File: src/rtl/pp_bank_sched_if.sv
// rtl/pp_bank_sched_if.sv - capture and reader signal bundle for the ping-pong bank scheduler
interface pp_bank_sched_if #(
    parameter int ADDR_W = 12,
    parameter int CNT_W  = 16
);
    logic              soft_rst;
    logic              enable;
    logic              data_en;
    logic              flush;
    logic              rd_done_tgl;
    logic [1:0]        bank_wr_en;
    logic [ADDR_W-1:0] wr_addr;
    logic [1:0]        bank_full;
    logic              rd_bank_vld;
    logic              rd_bank_id;
    logic [ADDR_W:0]   rd_len;
    logic              drop_pulse;
    logic [CNT_W-1:0]  drop_cnt;
    logic              proto_err;

    modport master (
        output soft_rst, enable, data_en, flush, rd_done_tgl,
        input  bank_wr_en, wr_addr, bank_full, rd_bank_vld, rd_bank_id, rd_len,
               drop_pulse, drop_cnt, proto_err
    );

    modport slave (
        input  soft_rst, enable, data_en, flush, rd_done_tgl,
        output bank_wr_en, wr_addr, bank_full, rd_bank_vld, rd_bank_id, rd_len,
               drop_pulse, drop_cnt, proto_err
    );
endinterface

File: src/rtl/pp_bank_sched.sv
// rtl/pp_bank_sched.sv - ping-pong capture buffer write scheduler (clk_50m domain)
// Optional partial-bank close on flush: PP_SCHED_PARTIAL_FLUSH_EN.
module pp_bank_sched #(
    parameter int ADDR_W = 12,
    parameter int DEPTH  = 4096,
    parameter int CNT_W  = 16
) (
    input  logic           clk_50m,
    input  logic           usr_rst_n,
    pp_bank_sched_if.slave bus
);
    typedef enum logic [1:0] {
        ST_IDLE  = 2'd0,
        ST_FILL  = 2'd1,
        ST_STALL = 2'd2
    } state_t;

    localparam logic [ADDR_W-1:0] LAST_ADDR = ADDR_W'(DEPTH - 1);

    state_t                  state_q, state_d;
    logic                    wr_bank_q, wr_bank_d;
    logic [ADDR_W-1:0]       wr_addr_q, wr_addr_d;
    logic [1:0]              bank_full_q, bank_full_d;
    logic                    rd_ptr_q, rd_ptr_d;
    logic [1:0][ADDR_W:0]    len_q, len_d;
    logic                    drop_pulse_q, drop_pulse_d;
    logic [CNT_W-1:0]        drop_cnt_q, drop_cnt_d;
    logic                    proto_err_q, proto_err_d;
    logic [1:0]              sync_q, sync_d;
    logic                    ref_q, ref_d;
    logic [1:0]              blank_q, blank_d;

    logic                    fill_beat;
    logic                    stall_beat;
    logic [1:0]              bank_wr_en;
    logic                    rel_edge;
    logic                    rel_ok;
    logic                    rel_err;
    logic                    last_beat;
    logic                    flush_close;
    logic                    close_bank;
    logic [ADDR_W:0]         close_len;

    // Reader toggle crosses from usr_clk; this chain is never reset.
    always_comb begin
        sync_d = {sync_q[0], bus.rd_done_tgl};
    end

    always_ff @(posedge clk_50m) begin
        sync_q <= sync_d;
    end

    // Edges are ignored while blank_q counts down, covering a toggle still inside the chain at reset.
    always_comb begin
        rel_edge = (sync_q[1] ^ ref_q) & (blank_q == 2'd0) & ~bus.soft_rst;
        rel_ok   = rel_edge & (|bank_full_q);
        rel_err  = rel_edge & ~(|bank_full_q);
    end

    always_comb begin
        fill_beat  = 1'b0;
        stall_beat = 1'b0;
        case (state_q)
            ST_FILL:  fill_beat  = bus.data_en & ~bus.soft_rst;
            ST_STALL: stall_beat = bus.data_en & ~bus.soft_rst;
            default:  ;
        endcase
        bank_wr_en = fill_beat ? (wr_bank_q ? 2'b10 : 2'b01) : 2'b00;
    end

    always_comb begin
        last_beat = fill_beat && (wr_addr_q == LAST_ADDR);
`ifdef PP_SCHED_PARTIAL_FLUSH_EN
        flush_close = (state_q == ST_FILL) && bus.flush && !bus.soft_rst &&
                      ((wr_addr_q != '0) || fill_beat);
`else
        flush_close = 1'b0;
`endif
        close_bank = last_beat | flush_close;
        close_len  = {1'b0, wr_addr_q} + (ADDR_W+1)'(fill_beat);
    end

`ifndef PP_SCHED_PARTIAL_FLUSH_EN
    logic unused_flush;
    assign unused_flush = bus.flush;
`endif

    always_comb begin
        wr_addr_d    = wr_addr_q;
        wr_bank_d    = wr_bank_q;
        bank_full_d  = bank_full_q;
        rd_ptr_d     = rd_ptr_q;
        len_d        = len_q;
        drop_pulse_d = stall_beat;
        drop_cnt_d   = drop_cnt_q;
        proto_err_d  = proto_err_q | rel_err;
        ref_d        = sync_q[1];
        blank_d      = (blank_q == 2'd0) ? 2'd0 : blank_q - 2'd1;

        if (stall_beat && (drop_cnt_q != '1)) begin
            drop_cnt_d = drop_cnt_q + CNT_W'(1);
        end
        if (rel_ok) begin
            bank_full_d[rd_ptr_q] = 1'b0;
            rd_ptr_d              = ~rd_ptr_q;
        end
        if (fill_beat) begin
            wr_addr_d = wr_addr_q + ADDR_W'(1);
        end
        // The bank being closed is never the one being released, so both updates stand.
        if (close_bank) begin
            bank_full_d[wr_bank_q] = 1'b1;
            len_d[wr_bank_q]       = close_len;
            wr_addr_d              = '0;
            wr_bank_d              = ~wr_bank_q;
        end
        if (bus.soft_rst) begin
            wr_addr_d    = '0;
            wr_bank_d    = 1'b0;
            bank_full_d  = 2'b00;
            rd_ptr_d     = 1'b0;
            len_d        = '0;
            drop_pulse_d = 1'b0;
            drop_cnt_d   = '0;
            proto_err_d  = 1'b0;
            blank_d      = 2'd2;
        end
    end

    always_comb begin
        state_d = state_q;
        case (state_q)
            ST_IDLE: begin
                if (bus.enable) begin
                    state_d = bank_full_d[wr_bank_q] ? ST_STALL : ST_FILL;
                end
            end
            ST_FILL: begin
                if (!bus.enable) begin
                    state_d = ST_IDLE;
                end else if (close_bank && bank_full_d[wr_bank_d]) begin
                    state_d = ST_STALL;
                end
            end
            ST_STALL: begin
                if (!bus.enable) begin
                    state_d = ST_IDLE;
                end else if (!bank_full_d[wr_bank_q]) begin
                    state_d = ST_FILL;
                end
            end
            default: state_d = ST_IDLE;
        endcase
        if (bus.soft_rst) begin
            state_d = ST_IDLE;
        end
    end

    always_ff @(posedge clk_50m or negedge usr_rst_n) begin
        if (!usr_rst_n) begin
            state_q <= ST_IDLE;
        end else begin
            state_q <= state_d;
        end
    end

    always_ff @(posedge clk_50m or negedge usr_rst_n) begin
        if (!usr_rst_n) begin
            wr_addr_q    <= '0;
            wr_bank_q    <= 1'b0;
            bank_full_q  <= 2'b00;
            rd_ptr_q     <= 1'b0;
            len_q        <= '0;
            drop_pulse_q <= 1'b0;
            drop_cnt_q   <= '0;
            proto_err_q  <= 1'b0;
            ref_q        <= 1'b0;
            blank_q      <= 2'd2;
        end else begin
            wr_addr_q    <= wr_addr_d;
            wr_bank_q    <= wr_bank_d;
            bank_full_q  <= bank_full_d;
            rd_ptr_q     <= rd_ptr_d;
            len_q        <= len_d;
            drop_pulse_q <= drop_pulse_d;
            drop_cnt_q   <= drop_cnt_d;
            proto_err_q  <= proto_err_d;
            ref_q        <= ref_d;
            blank_q      <= blank_d;
        end
    end

    assign bus.bank_wr_en  = bank_wr_en;
    assign bus.wr_addr     = wr_addr_q;
    assign bus.bank_full   = bank_full_q;
    assign bus.rd_bank_vld = |bank_full_q;
    assign bus.rd_bank_id  = rd_ptr_q;
    assign bus.rd_len      = len_q[rd_ptr_q];
    assign bus.drop_pulse  = drop_pulse_q;
    assign bus.drop_cnt    = drop_cnt_q;
    assign bus.proto_err   = proto_err_q;
endmodule

File: src/flat_wrapper.sv
// flat-port wrapper written by rule: the top's interface ports become plain ports
module pp_bank_sched_flat 
#(
    parameter int ADDR_W = 12,
    parameter int DEPTH  = 4096,
    parameter int CNT_W  = 16
)
  (clk_50m, usr_rst_n, bus_soft_rst, bus_enable, bus_data_en, bus_flush, bus_rd_done_tgl, bus_bank_wr_en, bus_wr_addr, bus_bank_full, bus_rd_bank_vld, bus_rd_bank_id, bus_rd_len, bus_drop_pulse, bus_drop_cnt, bus_proto_err);
  pp_bank_sched_if #(.ADDR_W(ADDR_W), .CNT_W(CNT_W)) bus_i ();
  input  logic clk_50m;
  input  logic usr_rst_n;
  input wire logic [$bits(bus_i.soft_rst)-1:0] bus_soft_rst;
  input wire logic [$bits(bus_i.enable)-1:0] bus_enable;
  input wire logic [$bits(bus_i.data_en)-1:0] bus_data_en;
  input wire logic [$bits(bus_i.flush)-1:0] bus_flush;
  input wire logic [$bits(bus_i.rd_done_tgl)-1:0] bus_rd_done_tgl;
  output wire logic [$bits(bus_i.bank_wr_en)-1:0] bus_bank_wr_en;
  output wire logic [$bits(bus_i.wr_addr)-1:0] bus_wr_addr;
  output wire logic [$bits(bus_i.bank_full)-1:0] bus_bank_full;
  output wire logic [$bits(bus_i.rd_bank_vld)-1:0] bus_rd_bank_vld;
  output wire logic [$bits(bus_i.rd_bank_id)-1:0] bus_rd_bank_id;
  output wire logic [$bits(bus_i.rd_len)-1:0] bus_rd_len;
  output wire logic [$bits(bus_i.drop_pulse)-1:0] bus_drop_pulse;
  output wire logic [$bits(bus_i.drop_cnt)-1:0] bus_drop_cnt;
  output wire logic [$bits(bus_i.proto_err)-1:0] bus_proto_err;
  assign bus_i.soft_rst = bus_soft_rst;
  assign bus_i.enable = bus_enable;
  assign bus_i.data_en = bus_data_en;
  assign bus_i.flush = bus_flush;
  assign bus_i.rd_done_tgl = bus_rd_done_tgl;
  assign bus_bank_wr_en = bus_i.bank_wr_en;
  assign bus_wr_addr = bus_i.wr_addr;
  assign bus_bank_full = bus_i.bank_full;
  assign bus_rd_bank_vld = bus_i.rd_bank_vld;
  assign bus_rd_bank_id = bus_i.rd_bank_id;
  assign bus_rd_len = bus_i.rd_len;
  assign bus_drop_pulse = bus_i.drop_pulse;
  assign bus_drop_cnt = bus_i.drop_cnt;
  assign bus_proto_err = bus_i.proto_err;
  pp_bank_sched #(.ADDR_W(ADDR_W), .DEPTH(DEPTH), .CNT_W(CNT_W)) u_core (.clk_50m(clk_50m), .usr_rst_n(usr_rst_n), .bus(bus_i));
endmodule
File: config.mk
export PLATFORM = sky130hd
export DESIGN_NAME = pp_bank_sched_flat
export DESIGN_NICKNAME = d
export VERILOG_FILES = /design/src/rtl/pp_bank_sched_if.sv /design/src/rtl/pp_bank_sched.sv /design/src/flat_wrapper.sv
export SDC_FILE = /design/constraint.sdc
export NUM_CORES = 1
export LEC_CHECK = 0
export BUFFER_PORTS_ARGS = -buffer_cell sky130_fd_sc_hd__buf_2
export CAP_MARGIN = 20
export CORE_MARGIN = 4
export CORE_UTILIZATION = 25
export CTS_BUF_LIST = sky130_fd_sc_hd__clkbuf_16
export CTS_CLUSTER_DIAMETER = 200
export DETAILED_ROUTE_END_ITERATION = 8
export MAX_ROUTING_LAYER = met4
export PLACE_DENSITY_LB_ADDON = 0.05
export SYNTH_ARGS = -nofsm -noshare
export SYNTH_HDL_FRONTEND = slang
export SYNTH_SLANG_ARGS = --single-unit
File: constraint.sdc
create_clock -name clk_50m -period 2.2 [get_ports clk_50m]
set_input_delay 0.33 -clock clk_50m [delete_from_list [all_inputs] [get_ports clk_50m]]
set_output_delay 0.33 -clock clk_50m [all_outputs]
set_load 0.005 [all_outputs]
== Word level (Yosys, flattened, before mapping) ==
Cells that the tools add are included.

* Add/sub/neg operators: 4
* Multiply operators: 0
* Divide/modulo/power cells: 0
* Order comparisons: 5
* Equality and inequality tests: 7
* Shift-type cells: 0
* Mux-type cells: 43
* Bitwise gates (word level): 14
* Reduce and logical (&&, ||, !) cells: 13

{| class="wikitable"
|+ Operator list
! cell !! number
|-
| 2-to-1 mux 26 bit || 2
|-
| 2-to-1 mux 13 bit || 3
|-
| 2-to-1 mux 12 bit || 3
|-
| 2-to-1 mux 16 bit || 2
|-
| 2-to-1 mux 2 bit || 14
|-
| bitwise mux 26 bit || 1
|-
| adder 16 x 1 -> 16 bit (second input constant) || 1
|-
| inequality test 16 bit (second input constant) || 1
|-
| 2-to-1 mux 1 bit || 14
|-
| adder 12 x 1 -> 13 bit || 1
|-
| demux 13 bit (select 1 bit) || 1
|-
| adder 12 x 1 -> 12 bit (second input constant) || 1
|-
| == test 12 bit (second input constant) || 1
|-
| < comparator 1 x 2 -> 1 bit (second input constant) || 3
|-
| one-hot mux 2 bit (3 select lines) || 1
|-
| nonzero test 2 bit || 3
|-
| bitwise AND 1 bit || 5
|-
| logical AND 1 bit || 5
|-
| zero test 2 bit || 2
|-
| inequality test 4 x 3 -> 1 bit (second input constant) || 1
|-
| inequality test 4 bit (second input constant) || 1
|-
| NOT 1 bit || 4
|-
| inequality test 3 bit (second input constant) || 1
|-
| AND reduction 3 bit || 1
|-
| other kinds (12) || 14
|}

* Bits in registers: 67
* Latch bits: 0
* RAM bits: 0
* Bits in read-only memories: 0
* Input bits: 7
* Output and inout bits: 49
* Word-level logic and storage cells: 99
* Memories kept: 0

== Logic depth before layout (Yosys ltp) ==
Gate-level depths: netlist of run 1.

* Depth after elaboration: 17
* Gate-level depth with buffers: 9
* Depth with buffers taken out: 6

== Least setup slack after synthesis of run 1 ==
No wires, ideal clock.

* Path kind: input to register
* From: input bus_soft_rst
* To: register u_core.len_q[25] (netlist bit)
* Setup time: 83 ps
* Arrival: 1,930 ps
* Required time: 2,117 ps
* Path slack: 187 ps
* Stages on the path: 9
* Buffers on the path: 3
* Cells stage by stage: buf_2 > and4bb_1 > buf_4 > buf_2 > ha_1 > ha_1 > nand3_1 > or2_2 > o21ai_0

* Cells in the longest elaborated chain, start to end: 7
* Elaborated cells on any way between the ends: 9
* Classes of those cells: add/sub: 1; mux: 4; bitwise: 2; reduce/logical: 2

{| class="wikitable"
|+ RTL lines
! what !! RTL line !! source
|-
| start, declared || flat_wrapper.sv:12 || <nowiki>input wire logic [$bits(bus_i.soft_rst)-1:0] bus_soft_rst;</nowiki>
|-
| NOT 1 bit || pp_bank_sched.sv:64 || <nowiki>ST_FILL: fill_beat = bus.data_en & ~bus.soft_rst;</nowiki>
|-
| bitwise AND 1 bit || pp_bank_sched.sv:64 ||
|-
| 2-to-1 mux 1 bit || pp_bank_sched.sv:63 || <nowiki>case (state_q)</nowiki>
|-
| adder 12 x 1 -> 13 bit || pp_bank_sched.sv:80 || <nowiki>close_len = {1'b0, wr_addr_q} + (ADDR_W+1)'(fill_beat);</nowiki>
|-
| bitwise mux 26 bit || pp_bank_sched.sv:113 || <nowiki>len_d[wr_bank_q] = close_len;</nowiki>
|-
| 2-to-1 mux 26 bit || pp_bank_sched.sv:111 || <nowiki>if (close_bank) begin</nowiki>
|-
| 2-to-1 mux 26 bit || pp_bank_sched.sv:117 || <nowiki>if (bus.soft_rst) begin</nowiki>
|-
| end signal, assigned || pp_bank_sched.sv:184 || <nowiki>len_q <= len_d;</nowiki>
|-
| end, declared || pp_bank_sched.sv:25 || <nowiki>logic [1:0][ADDR_W:0] len_q, len_d;</nowiki>
|}

Several ways; a longest one is shown, not always the timed one. The select of a mux whose other input is x is not followed.
A chain may end at the register's enable or synchronous reset.

== Final worst setup path of run 1 ==
* From: register u_core.rd_ptr_q (netlist: u_core.bus.rd_bank_id)
* To: output bus_rd_len[0]

* Cells in the longest elaborated chain, start to end: 2

{| class="wikitable"
|+ RTL lines
! what !! RTL line !! source
|-
| start, declared || pp_bank_sched.sv:24 || <nowiki>logic rd_ptr_q, rd_ptr_d;</nowiki>
|-
| start signal, assigned || pp_bank_sched.sv:183 || <nowiki>rd_ptr_q <= rd_ptr_d;</nowiki>
|-
| 2-to-1 mux 13 bit (implied by the code) (2 in a row) || pp_bank_sched.sv:198 || <nowiki>assign bus.rd_len = len_q[rd_ptr_q];</nowiki>
|-
| end, declared || flat_wrapper.sv:22 || <nowiki>output wire logic [$bits(bus_i.rd_len)-1:0] bus_rd_len;</nowiki>
|}

No other way between the ends. The select of a mux whose other input is x is not followed.

==> summary by stage, run 1 <==
Yosys
During synthesis, Yosys emitted a total of 0 warnings. The net count after synthesis is 319. Sorting the synthesized cells by area gives the leading types as sky130_fd_sc_hd__dfrtp_1, sky130_fd_sc_hd__mux2_2, sky130_fd_sc_hd__a21o_1. In the synthesized netlist, the number of instances is 308. The number of enable-type register cells in the synthesized netlist is 0. The commonest cells after synthesis are sky130_fd_sc_hd__dfrtp_1, sky130_fd_sc_hd__nor2_1, sky130_fd_sc_hd__mux2_2.

The basic-gate share of the synthesized area counting and, or, nand and nor cells is 19.5%. The number of different library cells in the post-synthesis netlist is 47. The fraction of the mapped netlist area in compound gates is 13.9%. The average cell area after synthesis is 10.9 um2. The proportion of synthesized area in mux cells is 8.43%. The xor/xnor share of the synthesized area is 3.13%. After synthesis the cells add up to 3350 um2. The most used flip-flop cell after synthesis is sky130_fd_sc_hd__dfrtp_1. For this run, asynchronously set or reset flops after synthesis account for 97.0%. The share of synthesized area in the top cell type comes to 47.8%.

After synthesis, the largest family of logic cells by area is simple AND/OR/NAND/NOR gates. The share of the yosys chip area belonging to registers is 49.7%. The adder and majority cell fraction of the synthesized area is 1.49%. By instance count, the leading cell after synthesis is sky130_fd_sc_hd__dfrtp_1.

The largest area contributor in the synthesized netlist is sky130_fd_sc_hd__dfrtp_1. The total of flip-flops plus latches after synthesis is 67.

Worst setup path
The critical path buffer and inverter count is 1. The kind of cell with the highest combined delay along the critical path is flip-flops. At the worst endpoint, the required time is 1.87 ns.

The count of cell instances traversed by the critical path is 2. Along the worst path, the maximum fanout reaches 17. Traced cell by cell, the critical path runs through mux2_2 > buf_2. The critical path arrival is 1.74 ns. The kind of critical path is reg2out.

For flop-to-flop paths, the worst setup slack is 0.25 ns. STA classifies the critical path startpoint as a flip-flop. The endpoint of the lowest-slack register-to-register path is u_core.len_q[9]. The slowest stage cell on the critical path is sky130_fd_sc_hd__dfrtp_1. STA classifies the critical path endpoint as an output port. The largest single stage delay on the critical path is 0.84 ns. In this run the critical register-to-register path is launched from u_core.state_q[0]. The worst reg-to-reg path cell count is 5.

Floorplan
The floorplan step set the die height to 124 um. The area of the core is 13200 um2. The horizontal die dimension is 124 um. The starting utilization of the core area is 25.4%. 56 I/O pins were placed. The floorplan step defined a die boundary enclosing 15300 um2. The floorplan has 42 rows.

Route
After detailed routing, the average wire length per cell comes to 15.6 um. In the routed design, unresolved DRC markers number 0. The detailed router finished its first iteration with 137 violations.

The detail-routed via count per cell is 4.70. For this block, the routed nets add up to 8.57 mm of wire. The pre-antenna-repair detailed-routing pass consisted of 4 iterations.

The number of vias in the routed layout is 2587. The number of nets with antenna violations after detailed routing is 0.

CTS
The number of hold buffers added after CTS was 0. Clock tree synthesis inserted a total of 9 buffers. The H-tree level count is 3.

TritonCTS built the clock tree. The clock-pin slew reported for the worst setup and hold paths after clock tree synthesis is 0.06 ns. The cell sitting at the root of the clock tree is a sky130_fd_sc_hd__clkbuf_16. In this run the deepest clock path goes through 2 buffers. The clock insertion delay at the later pin of the skew report is 0.34 ns. The TritonCTS sink count is 67.

Buffers added to address setup during post-CTS repair amount to 0. After clock tree synthesis, the repair step resized 0 gates.

Final layout
Counting the fill cells in the layout gives 1373. The post-synthesis to final-layout area growth is 24.6%. 0 antenna diodes ended up in the layout. The multi-input combinational cells in the finished layout cover a total of 1560 um2. The sequential cell area is 1670 um2. At the end of the flow, the number of nets in the layout was 380. In the final layout, the share of cells above drive strength 1 is 30.7%.

Place
The HPWL after detailed placement is 5.82 mm. Input and output buffers added on the ports amount to 54. At the end of routability-driven placement, the weighted congestion stood at 0.708.

STA
Measured against its own limit, the worst slew margin works out to 48.9%. The number of endpoints failing setup at the final stage is 0. Summed over all failing endpoints, the final setup total negative slack is 0 ns. The final number of max-transition violations is 0.

Setup repair after global routing left no endpoint under its margin. For the pin with the worst max-slew slack, the measured transition is 0.767 ns. After layout, the minimum clock period comes to 2.07 ns. The maximum achievable frequency is 483 MHz. After layout, the worst path uses 94.2% of the clock period. The final-layout worst hold slack is 0.0201 ns.

The number of endpoints with negative hold slack in the final report was 0. The maximum clock skew at final layout is 0.00668 ns.

Run
The tool flagged a number of max-cap violations equal to 0.

Global routing
The wire length of the first global-routing pass is 14.2 mm. The total overflow left after global routing is 0. The overall global routing resource usage is 12.6%. The number of global-route vias before repair is 2571.

The number of antenna violations at the first check in global routing is 0. The largest net degree at the start of global routing is 66.

Worst hold path
The min-delay analysis places its worst path in the category in2async.

Status
The run finished with clean final reports.

Power
In this run the power density over the cells is 701 nW/um2. VDD sags by at most 0.000368 V. Summed over all cells, the static leakage comes to 2.14 nW.
==> layout by cell type (no fill, tap or decap), drive strengths merged, types with 3 or more instances in the layout <==
cell type   n
nand2      10
o31ai       4
nor3        6
mux2       20
or4         6
inv         9
a21oi      19
o21ai      12
a211oi      4
ha          4
buf        67
a21o       16
o2bb2ai     5
nor2       21
clkbuf      9
o311ai      3
xor2        9
xnor2       3
nand3      10
clkinv      3
nand4      11
or2         3
and2        6
nand2b      9
mux2i       5
and4        6
and3        7
nor2b       7
dfrtp      64
==> power by group <==
part,switching [mW],leakage (nW),internal [mW]
clock network,0.585,0.160,1.00
registers,0.00583,0.917,1.24
logic,0.0649,1.07,0.0283
==> state kept, by name, summed over array words and instances (netlist names) <==
register               count
u_core.len_q              26
u_core.bus.proto_err       1
u_core.bus.bank_full       2
u_core.wr_bank_q           1
u_core.bus.drop_pulse      1
u_core.bus.wr_addr        12
u_core.ref_q               1
u_core.state_q             2
u_core.bus.drop_cnt       16
u_core.blank_q             2
u_core.bus.rd_bank_id      1
u_core.sync_q              2
==> routing by layer <==
metal / track usage [%] / wire, um / up-vias
met5: - / 0 / -
met3: 4.09 / 380 / 9
met1: 17.5 / 4360 / 1279
met4: 3.74 / 102 / 0
met2: 17.3 / 3730 / 47
li1: - / - / 1252
==> worst register-to-register path, delay by kind of cell, from the launching register on <==
kind / cells / cell delay, ns
and+or+nand+nor: 3 / 1.10
adders and majority gates: 1 / 0.23
DFF: 1 / 0.42
AOI/OAI and AO/OA: 1 / 0.15
==> through the flow <==
stage               power (mW)  instances  instance area [um2]  util [%]  worst slack [ns]
floorplan                 1.31        308                 3350         -             0.187
finish                    2.93        550                 4180      31.7             0.129
CTS                       3.00        550                 4180      31.7            0.0788
global route              3.06        550                 4180      31.7            0.0218
detailed placement        1.37        534                 3850      29.2            0.0691
global placement          1.37        534                 3850      29.2             0.123
==> logic make-up (layout without fill, tap and decap cells) <==
logic type,count (synthesis),after routing
XOR/XNOR,12,12
multiplexers,25,25
adder cells (fa/ha/maj),4,4
AND/OR/NAND/NOR,109,109
flip-flops,67,67
buffers and inverters,24,90
AO/OA/AOI/OAI,67,67
==> worst max-delay path by stage <==
stage,endpoint,from,slack [ns]
final,bus_rd_len[0],u_core.bus.rd_bank_id,0.13
after detailed placement,u_core.len_q[9],bus_soft_rst,0.07
after global placement,u_core.len_q[9],bus_soft_rst,0.12
after floorplan,u_core.len_q[25],bus_soft_rst,0.19
after global routing,bus_bank_wr_en[0],u_core.state_q[1],0.02
after CTS,bus_rd_len[0],u_core.bus.rd_bank_id,0.08
==> final cells by class <==
class,count,share of cell area (%)
well taps,176,5.27
clock buffers,9,5.39
multi-input cells,217,37.3
inverters,7,0.629
flip-flops and latches,67,39.9
clock inverters,7,2.40
repair buffers,67,9.11
(Power assumes the default switching activity.)
==> run 2: changes to the inputs <==
--- a/config.mk
+++ b/config.mk
@@ -14,6 +14,7 @@
 export DETAILED_ROUTE_END_ITERATION = 8
 export MAX_ROUTING_LAYER = met4
 export PLACE_DENSITY_LB_ADDON = 0.05
+export RECOVER_POWER = 100
 export SYNTH_ARGS = -nofsm -noshare
 export SYNTH_HDL_FRONTEND = slang
 export SYNTH_SLANG_ARGS = --single-unit
==> summary by stage, run 2 (same netlist as run 1, synthesis figures left out) <==
STA
The total negative slack was 0 ns (unchanged). Setup repair after global routing left no endpoint under its margin. The portion of the clock cycle consumed by the worst path in the final layout is 93.7% (-0.50 points). The number of endpoints failing setup at the final stage is 0 (unchanged). The maximum achievable frequency was 485 MHz (+0.53%). The post-layout minimum cycle time is 2.06 ns (-0.0109 ns). The number of endpoints with negative hold slack in the final report is 0 (unchanged). The maximum clock skew at final layout was 0.00681 ns (+0.000133 ns). The relative max-transition margin was -14.6% (-64 points).

The slew at the pin with the worst max-slew slack is 1.72 ns (+0.953 ns). The final number of max-transition violations is 66 (+66).

Final layout
The final instance count without filler cells is 550 (unchanged). The fraction of final layout cells sized beyond drive strength 1 is 21.4% (-9.4 points). The footprint of the multi-input gates is 1530 um2 (-1.5%).

The top cell types in the final layout, fill and taps aside, are sky130_fd_sc_hd__dfrtp_1, sky130_fd_sc_hd__clkbuf_1, sky130_fd_sc_hd__buf_2, sky130_fd_sc_hd__nor2_1. The number of inserted filler cells in the final layout is 1392 (+1.4%). The net count reported at finish is 380 (unchanged).

u_core.len_q holds more flip-flops than any other register. The total inserted antenna cells is 0 (unchanged). The flip-flop count of the largest register after layout is 26 (unchanged).

The sequential cell area is 1670 um2 (unchanged). The most common library cell in the layout ignoring fill and taps is sky130_fd_sc_hd__dfrtp_1. The post-synthesis to final-layout area growth is 22.1%.

CTS
The cts-stage hold buffer count is 0 (unchanged). The TritonCTS sink count is 67 (unchanged). The number of buffers created by CTS is 9 (unchanged). The post-cts resize count came to 0 (unchanged). The clock tree from TritonCTS is built. The clock insertion delay at the later pin of the skew report is 0.34 ns (about the same). The number of setup buffers added after CTS is 0 (unchanged). The H-tree level count is 3 (unchanged).

The buffer depth of the longest clock path is 2 (unchanged). The clock-pin slew reported for the worst setup and hold paths after clock tree synthesis is 0.06 ns (about the same). The cell sitting at the root of the clock tree is a sky130_fd_sc_hd__clkbuf_16.

Floorplan
The area enclosed by the die boundary was 15300 um2 (unchanged). The starting utilization of the core area was 25.4% (unchanged). The horizontal die dimension came to 124 um (unchanged). The die height came to 124 um (unchanged). The number of I/O pins was 56 (unchanged). The area of the core is 13200 um2 (unchanged). The number of standard-cell rows in the floorplan is 42 (unchanged).

Global routing
The number of global-route vias before repair is 2571 (unchanged). The largest net degree at the start of global routing was 66 (unchanged). The wire length of the first global-routing pass came to 14.2 mm (unchanged). The total grt overflow came to 0 (unchanged). The overall global routing resource usage is 12.6% (unchanged). The number of antenna violations at the first check in global routing is 0 (unchanged).

Power
The standby leakage power is 1.99 nW (-7.3%). The largest voltage drop on the vdd net is 0.000370 V (+0.37%). The power density normalized to cell area is 713 nW/um2 (+1.7%). The post-layout total power is 2.92 mW (-0.26%).

Status
The final reports fail on max-capacitance violations, max-slew violations. The flow ran to the end, but the final reports show violations.

Route
The number of DRC violations after detailed routing is 0 (unchanged). The number of nets with antenna violations after detailed routing is 0 (unchanged). The detail-routed via count per cell was 4.67 (-0.73%). The wire length reported by the detailed router is 8.58 mm (about the same). The count of TritonRoute iterations in the first routing pass is 4 (unchanged). The number of vias in the routed layout was 2568 (-0.73%). The detail-routed net length per standard cell was 15.6 um (about the same).

The number of violations reported at the end of detailed-routing iteration 0 came to 177 (+29%).

Worst setup path
The slowest stage cell on the critical path is sky130_fd_sc_hd__and4bb_1. The maximum fanout along the worst path is 11 (-6). The worst setup path is launched from a flip-flop.

STA classifies the critical path endpoint as an output port. The biggest cell delay along the critical path is 0.42 ns (-0.42 ns). The required time of the critical path came to 1.87 ns (about the same). Among the stages of the critical path, the cell type that occurs most often is sky130_fd_sc_hd__buf_4. Walking the worst path, the cells encountered are and4bb_1 > buf_4 > buf_4 > and2_1 > buf_2. The critical path buffer and inverter count is 3 (+2). The kind of critical path is reg2out. The critical path arrival is 1.73 ns (about the same).

Grouping stages by cell kind, the critical path spends the most delay in simple AND/OR/NAND/NOR gates.

Place
The port buffer count is 54 (unchanged). The number of placed instances with taps included is 534 (unchanged). The total half-perimeter wirelength after legalization and detailed placement came to 5.82 mm (unchanged). The routability congestion estimate is 0.708 (unchanged).

Worst hold path
In this run the worst hold path is classified as in2reg.

Run
The reported max-cap violation count is 1 (+1).
[run 2: cell types whose count changed in the layout (fill, tap and decap cells not counted), sizes merged]
cell	delta
buf	-31
clkbuf	+31
[run 2: worst register-to-register path, delay by kind of cell, from the launching register on]
family                   cells  cell delay, ns
AO/OA/AOI/OAI                1            0.14
flip-flops                   1            0.42
adder cells (fa/ha/maj)      2            0.46
AND/OR/NAND/NOR              2            0.89
[run 2: report_power, final]
group / internal, mW / switching (mW) / leakage (nW)
clock: 1.00 / 0.583 / 0.160
combinational: 0.0244 / 0.0636 / 0.911
sequential: 1.24 / 0.00586 / 0.917
total: 2.27 / 0.652 / 1.99
[run 2: per-stage QoR]
| stage | setup WS (ns) | hold WS [ns] | util [%] | cell area [um2] |
|---|---|---|---|---|
| 2_1_floorplan | 0.187 | 0.0344 | - | 3350 |
| 3_3_place_gp | 0.123 | 0.312 | 29.2 | 3850 |
| 3_5_place_dp | 0.0691 | 0.320 | 29.2 | 3850 |
| 4_1_cts | 0.0788 | 0.0253 | 31.7 | 4180 |
| 5_1_grt | 0.0206 | 0.0811 | 31.0 | 4100 |
| 6_report | 0.140 | 0.0934 | 31.0 | 4100 |
[run 2: layer usage]
metal	vias to the layer above	global-route usage (%)	share of wire [%]
met5	-	-	0
met4	0	3.74	1.2
met3	9	4.09	4.5
met2	45	17.3	43
met1	1263	17.5	51
li1	1251	-	-
[run 2: layout make-up]
cell class,count,share of cell area [%]
sequential,67,40.7
multi-input combinational,217,37.4
timing repair buffer,67,7.88
clock buffer,9,5.50
tap,176,5.38
clock inverter,7,2.44
inverter,7,0.642
[run 2: path summary, 6_finish.rpt]
| path | start | to | slack (ns) | cells past startpoint |
|---|---|---|---|---|
| worst max-delay path | u_core.state_q[1] | bus_bank_wr_en[0] | 0.14 | 5 |
| worst min-delay path | bus_rd_done_tgl | u_core.sync_q[0] | 0.09 | 1 |
| worst max register to register | u_core.state_q[0] | u_core.len_q[4] | 0.23 | 5 |
| worst min register to register | u_core.sync_q[0] | u_core.sync_q[1] | 0.33 | 0 |
| max in group asynchronous | usr_rst_n | u_core.bus.drop_cnt[6] | 0.65 | 2 |
| min in group asynchronous | usr_rst_n | u_core.bus.wr_addr[7] | 0.54 | 2 |
==> run 3: changes to the inputs <==
--- a/config.mk
+++ b/config.mk
@@ -12,6 +12,7 @@
 export CTS_BUF_LIST = sky130_fd_sc_hd__clkbuf_16
 export CTS_CLUSTER_DIAMETER = 200
 export DETAILED_ROUTE_END_ITERATION = 8
+export HOLD_SLACK_MARGIN = 0.15
 export MAX_ROUTING_LAYER = met4
 export PLACE_DENSITY_LB_ADDON = 0.05
 export RECOVER_POWER = 100
==> constraint.sdc (replaced) <==
create_clock -name clk_50m -period 1.7 [get_ports clk_50m]
set_input_delay 0.255 -clock clk_50m [delete_from_list [all_inputs] [get_ports clk_50m]]
set_output_delay 0.255 -clock clk_50m [all_outputs]
set_load 0.1 [all_outputs]
==> summary by stage, run 3 (same netlist as run 1, synthesis figures left out) <==
STA
The relative max-transition margin is 37.5% (+52 points). The number of endpoints with negative hold slack in the final report is 0 (unchanged). The post-layout minimum cycle time is 1.74 ns. Derived from the worst setup path, the maximum achievable clock frequency is 576 MHz. The final number of max-transition violations is 0 (-100%). The number of endpoints failing setup at the final stage is 15 (+15). The final-layout worst hold slack is 0.185 ns (+0.0914 ns).

The setup slack of the critical path after layout is -0.0361 ns (-0.176 ns). The maximum clock skew at final layout came to 0.00780 ns (+0.000994 ns). The slew at the pin with the worst max-slew slack is 0.938 ns (-0.782 ns). Setup repair after global routing could not meet its margin everywhere. Dividing the final minimum period by the clock period gives 102%.

CTS
The clock-pin slew reported for the worst setup and hold paths after clock tree synthesis is 0.06 ns (about the same). The H-tree level count is 3 (unchanged). The clock tree from TritonCTS is built.

The number of buffers created by CTS is 9 (unchanged). The cell at the root of the clock tree is sky130_fd_sc_hd__clkbuf_16. The clock insertion delay at the later pin of the skew report is 0.34 ns (about the same). The TritonCTS sink count was 67 (unchanged). The buffer depth of the longest clock path is 2 (unchanged).

Worst setup path
The maximum fanout along the worst path is 4 (-7). The biggest cell delay along the critical path is 0.37 ns (-0.05 ns). The required time of the critical path is 1.44 ns (-0.43 ns). The dominant delay contributor by cell family on the critical path is simple AND/OR/NAND/NOR gates. The worst setup path is of the reg2out kind. The worst setup path is captured at an output port. The critical path buffer and inverter count is 2 (-1). The critical path startpoint category is a flip-flop.

The critical path arrival came to 1.48 ns (-0.25 ns). The slowest stage of the critical path is the sky130_fd_sc_hd__dfrtp_1 cell. The signal on the critical path passes through and4bb_4 > buf_6 > and2_4 > buf_12.

Route
The detail-routed via count per cell is 4.64 (-0.65%). The number of DRC violations after detailed routing is 0 (unchanged). The number of nets with antenna violations after detailed routing is 0 (unchanged). The count of TritonRoute iterations in the first routing pass is 4 (unchanged). The number of violations reported at the end of detailed-routing iteration 0 came to 104 (-41%). The wire length reported by the detailed router is 9.46 mm (+10%). The detail-routed net length per standard cell came to 15.8 um (+1.5%). The number of vias in the routed layout is 2774 (+8.0%).

Power
The combinational share of power was 5.0% (+2.0 points). The sequential cell fraction of total power is 44.7% (+2.0 points). The fraction of power spent switching nets is 22.9% (+0.60 points). The power density normalized to cell area is 701 nW/um2 (-1.7%).

The largest voltage drop on the vdd net is 0.000576 V (+56%). The net switching component of the power is 828 uW (+27%). The internal power consumption was 2.78 mW (+23%). The clock share of power is 50.3% (-4.0 points).

The standby leakage power came to 2.34 nW (+18%).

Final layout
The library cells used most frequently in the layout, excluding fill and tap cells, are sky130_fd_sc_hd__buf_4, sky130_fd_sc_hd__clkbuf_2, sky130_fd_sc_hd__dfrtp_1, sky130_fd_sc_hd__dfrtp_4, sky130_fd_sc_hd__buf_12. The footprint of the multi-input gates was 1810 um2 (+18%). u_core.len_q holds more flip-flops than any other register. The sequential cell area is 1770 um2 (+6.1%). The most common library cell in the layout ignoring fill and taps is sky130_fd_sc_hd__buf_4. The number of inserted filler cells in the final layout was 1312 (-5.7%).

The total inserted antenna cells is 0 (unchanged). Relative to the synthesized area, the layout overhead comes to 53.7%. The final instance count without filler cells is 598 (+8.7%).

The fraction of final layout cells sized beyond drive strength 1 was 52.1% (+31 points). The flip-flop count of the largest register after layout is 26 (unchanged). The net count reported at finish is 428 (+13%).

Place
The number of placed instances with taps included is 571 (+6.9%). The total half-perimeter wirelength after legalization and detailed placement is 6.48 mm (+11%). The routability congestion estimate is 0.749 (+5.9%). The worst setup slack after placement is -0.161 ns (-0.231 ns). The port buffer count was 54 (unchanged).

Floorplan
The number of I/O pins is 56 (unchanged). The horizontal die dimension is 124 um (unchanged). The area of the core is 13200 um2 (unchanged). The area enclosed by the die boundary came to 15300 um2 (unchanged). The number of standard-cell rows in the floorplan is 42 (unchanged).

The starting utilization of the core area is 25.4% (unchanged). The die height was 124 um (unchanged).

Status
The flow ran to the end, but the final reports show violations. The final reports fail on negative setup slack.

Global routing
The total grt overflow is 0 (unchanged). The overall global routing resource usage is 13.6% (+1.0 points). The number of antenna violations at the first check in global routing is 0 (unchanged). The number of global-route vias before repair came to 2857 (+11%). The largest net degree at the start of global routing came to 66 (unchanged). The wire length of the first global-routing pass is 15.1 mm (+6.4%).

Worst hold path
The type of the worst min-delay path is in2reg.

Run
The reported max-cap violation count came to 0 (-1).
==> run 3: cell types whose count changed in the layout (fill, tap and decap cells not counted), moves of 5 or more <==
cell                       change
sky130_fd_sc_hd__buf_4        +35
sky130_fd_sc_hd__clkbuf_2     +34
sky130_fd_sc_hd__dfrtp_1      -31
sky130_fd_sc_hd__clkbuf_1     -30
sky130_fd_sc_hd__dfrtp_4      +25
sky130_fd_sc_hd__buf_12       +21
sky130_fd_sc_hd__buf_2        -21
sky130_fd_sc_hd__mux2_4       +13
sky130_fd_sc_hd__mux2_2       -11
sky130_fd_sc_hd__dfrtp_2       +6
sky130_fd_sc_hd__buf_6         +5
==> run 3: per-stage QoR <==
| step | instance area (um2) | total power, mW | util [%] | TNS (ns) |
|---|---|---|---|---|
| floorplan | 3670 | 1.73 | - | -2.19 |
| global placement | 4710 | 1.82 | 35.7 | -2.28 |
| detailed placement | 4710 | 1.83 | 35.7 | -2.80 |
| CTS | 5120 | 3.69 | 38.8 | -0.675 |
| global route | 5150 | 3.78 | 39.1 | -2.17 |
| finish | 5150 | 3.61 | 39.1 | -0.334 |
==> run 3: layout make-up <==
cell class              count  area share, %
clock buffers               9           4.37
clock inverters             7           1.14
inverters                   7          0.607
multi-input cells         218           35.0
flip-flops and latches     67           34.3
well taps                 176           4.27
repair buffers            114           20.2
==> run 3: worst paths after layout <==
| kind | start | to | slack, ns | cells past startpoint |
|---|---|---|---|---|
| max | u_core.state_q[1] | bus_bank_wr_en[0] | -0.04 | 4 |
| min reg2reg | u_core.sync_q[0] | u_core.sync_q[1] | 0.33 | 0 |
| min in group asynchronous | usr_rst_n | u_core.bus.wr_addr[7] | 0.71 | 3 |
| max in group asynchronous | usr_rst_n | u_core.bus.bank_full[0] | 0.29 | 3 |
| min | bus_enable | u_core.state_q[0] | 0.18 | 3 |
| max reg2reg | u_core.bus.drop_cnt[1] | u_core.bus.drop_cnt[12] | 0.01 | 6 |
==> run 3: layer usage <==
metal  track usage (%)  vias up  part of all wire [%]
li1                  -     1342                     -
met4              3.53        0                   1.2
met5                 -        -                     0
met3              4.68        8                   3.9
met1              16.6     1385                    45
met2              21.4       39                    50
==> run 3: power groups by stage <==
stage,Combinational (mW),Sequential (mW),Clock (mW)
6_report,0.180,1.61,1.82
5_1_grt,0.201,1.61,1.97
4_1_cts,0.188,1.61,1.89
3_5_place_dp,0.181,1.64,0
3_3_place_gp,0.180,1.64,0
2_1_floorplan,0.0652,1.67,0
==> run 3: tightest hold or removal path, stage by stage <==
cell and delay (ns):
sky130_fd_sc_hd__buf_2 0.10, sky130_fd_sc_hd__nand2b_1 0.08, sky130_fd_sc_hd__a21oi_1 0.05
==> run 3: repair_timing <==
| action | CTS | global route |
|---|---|---|
| cloned | 0 | 1 |
| setup endpoints to repair | 53 | 58 |
| resized for setup | 16 | 18 |
| endpoints found under the hold margin | 65 | 0 |
| pin swaps | 3 | 6 |
| hold buffers | 2 | 0 |
| buffers inserted | 6 | 2 |
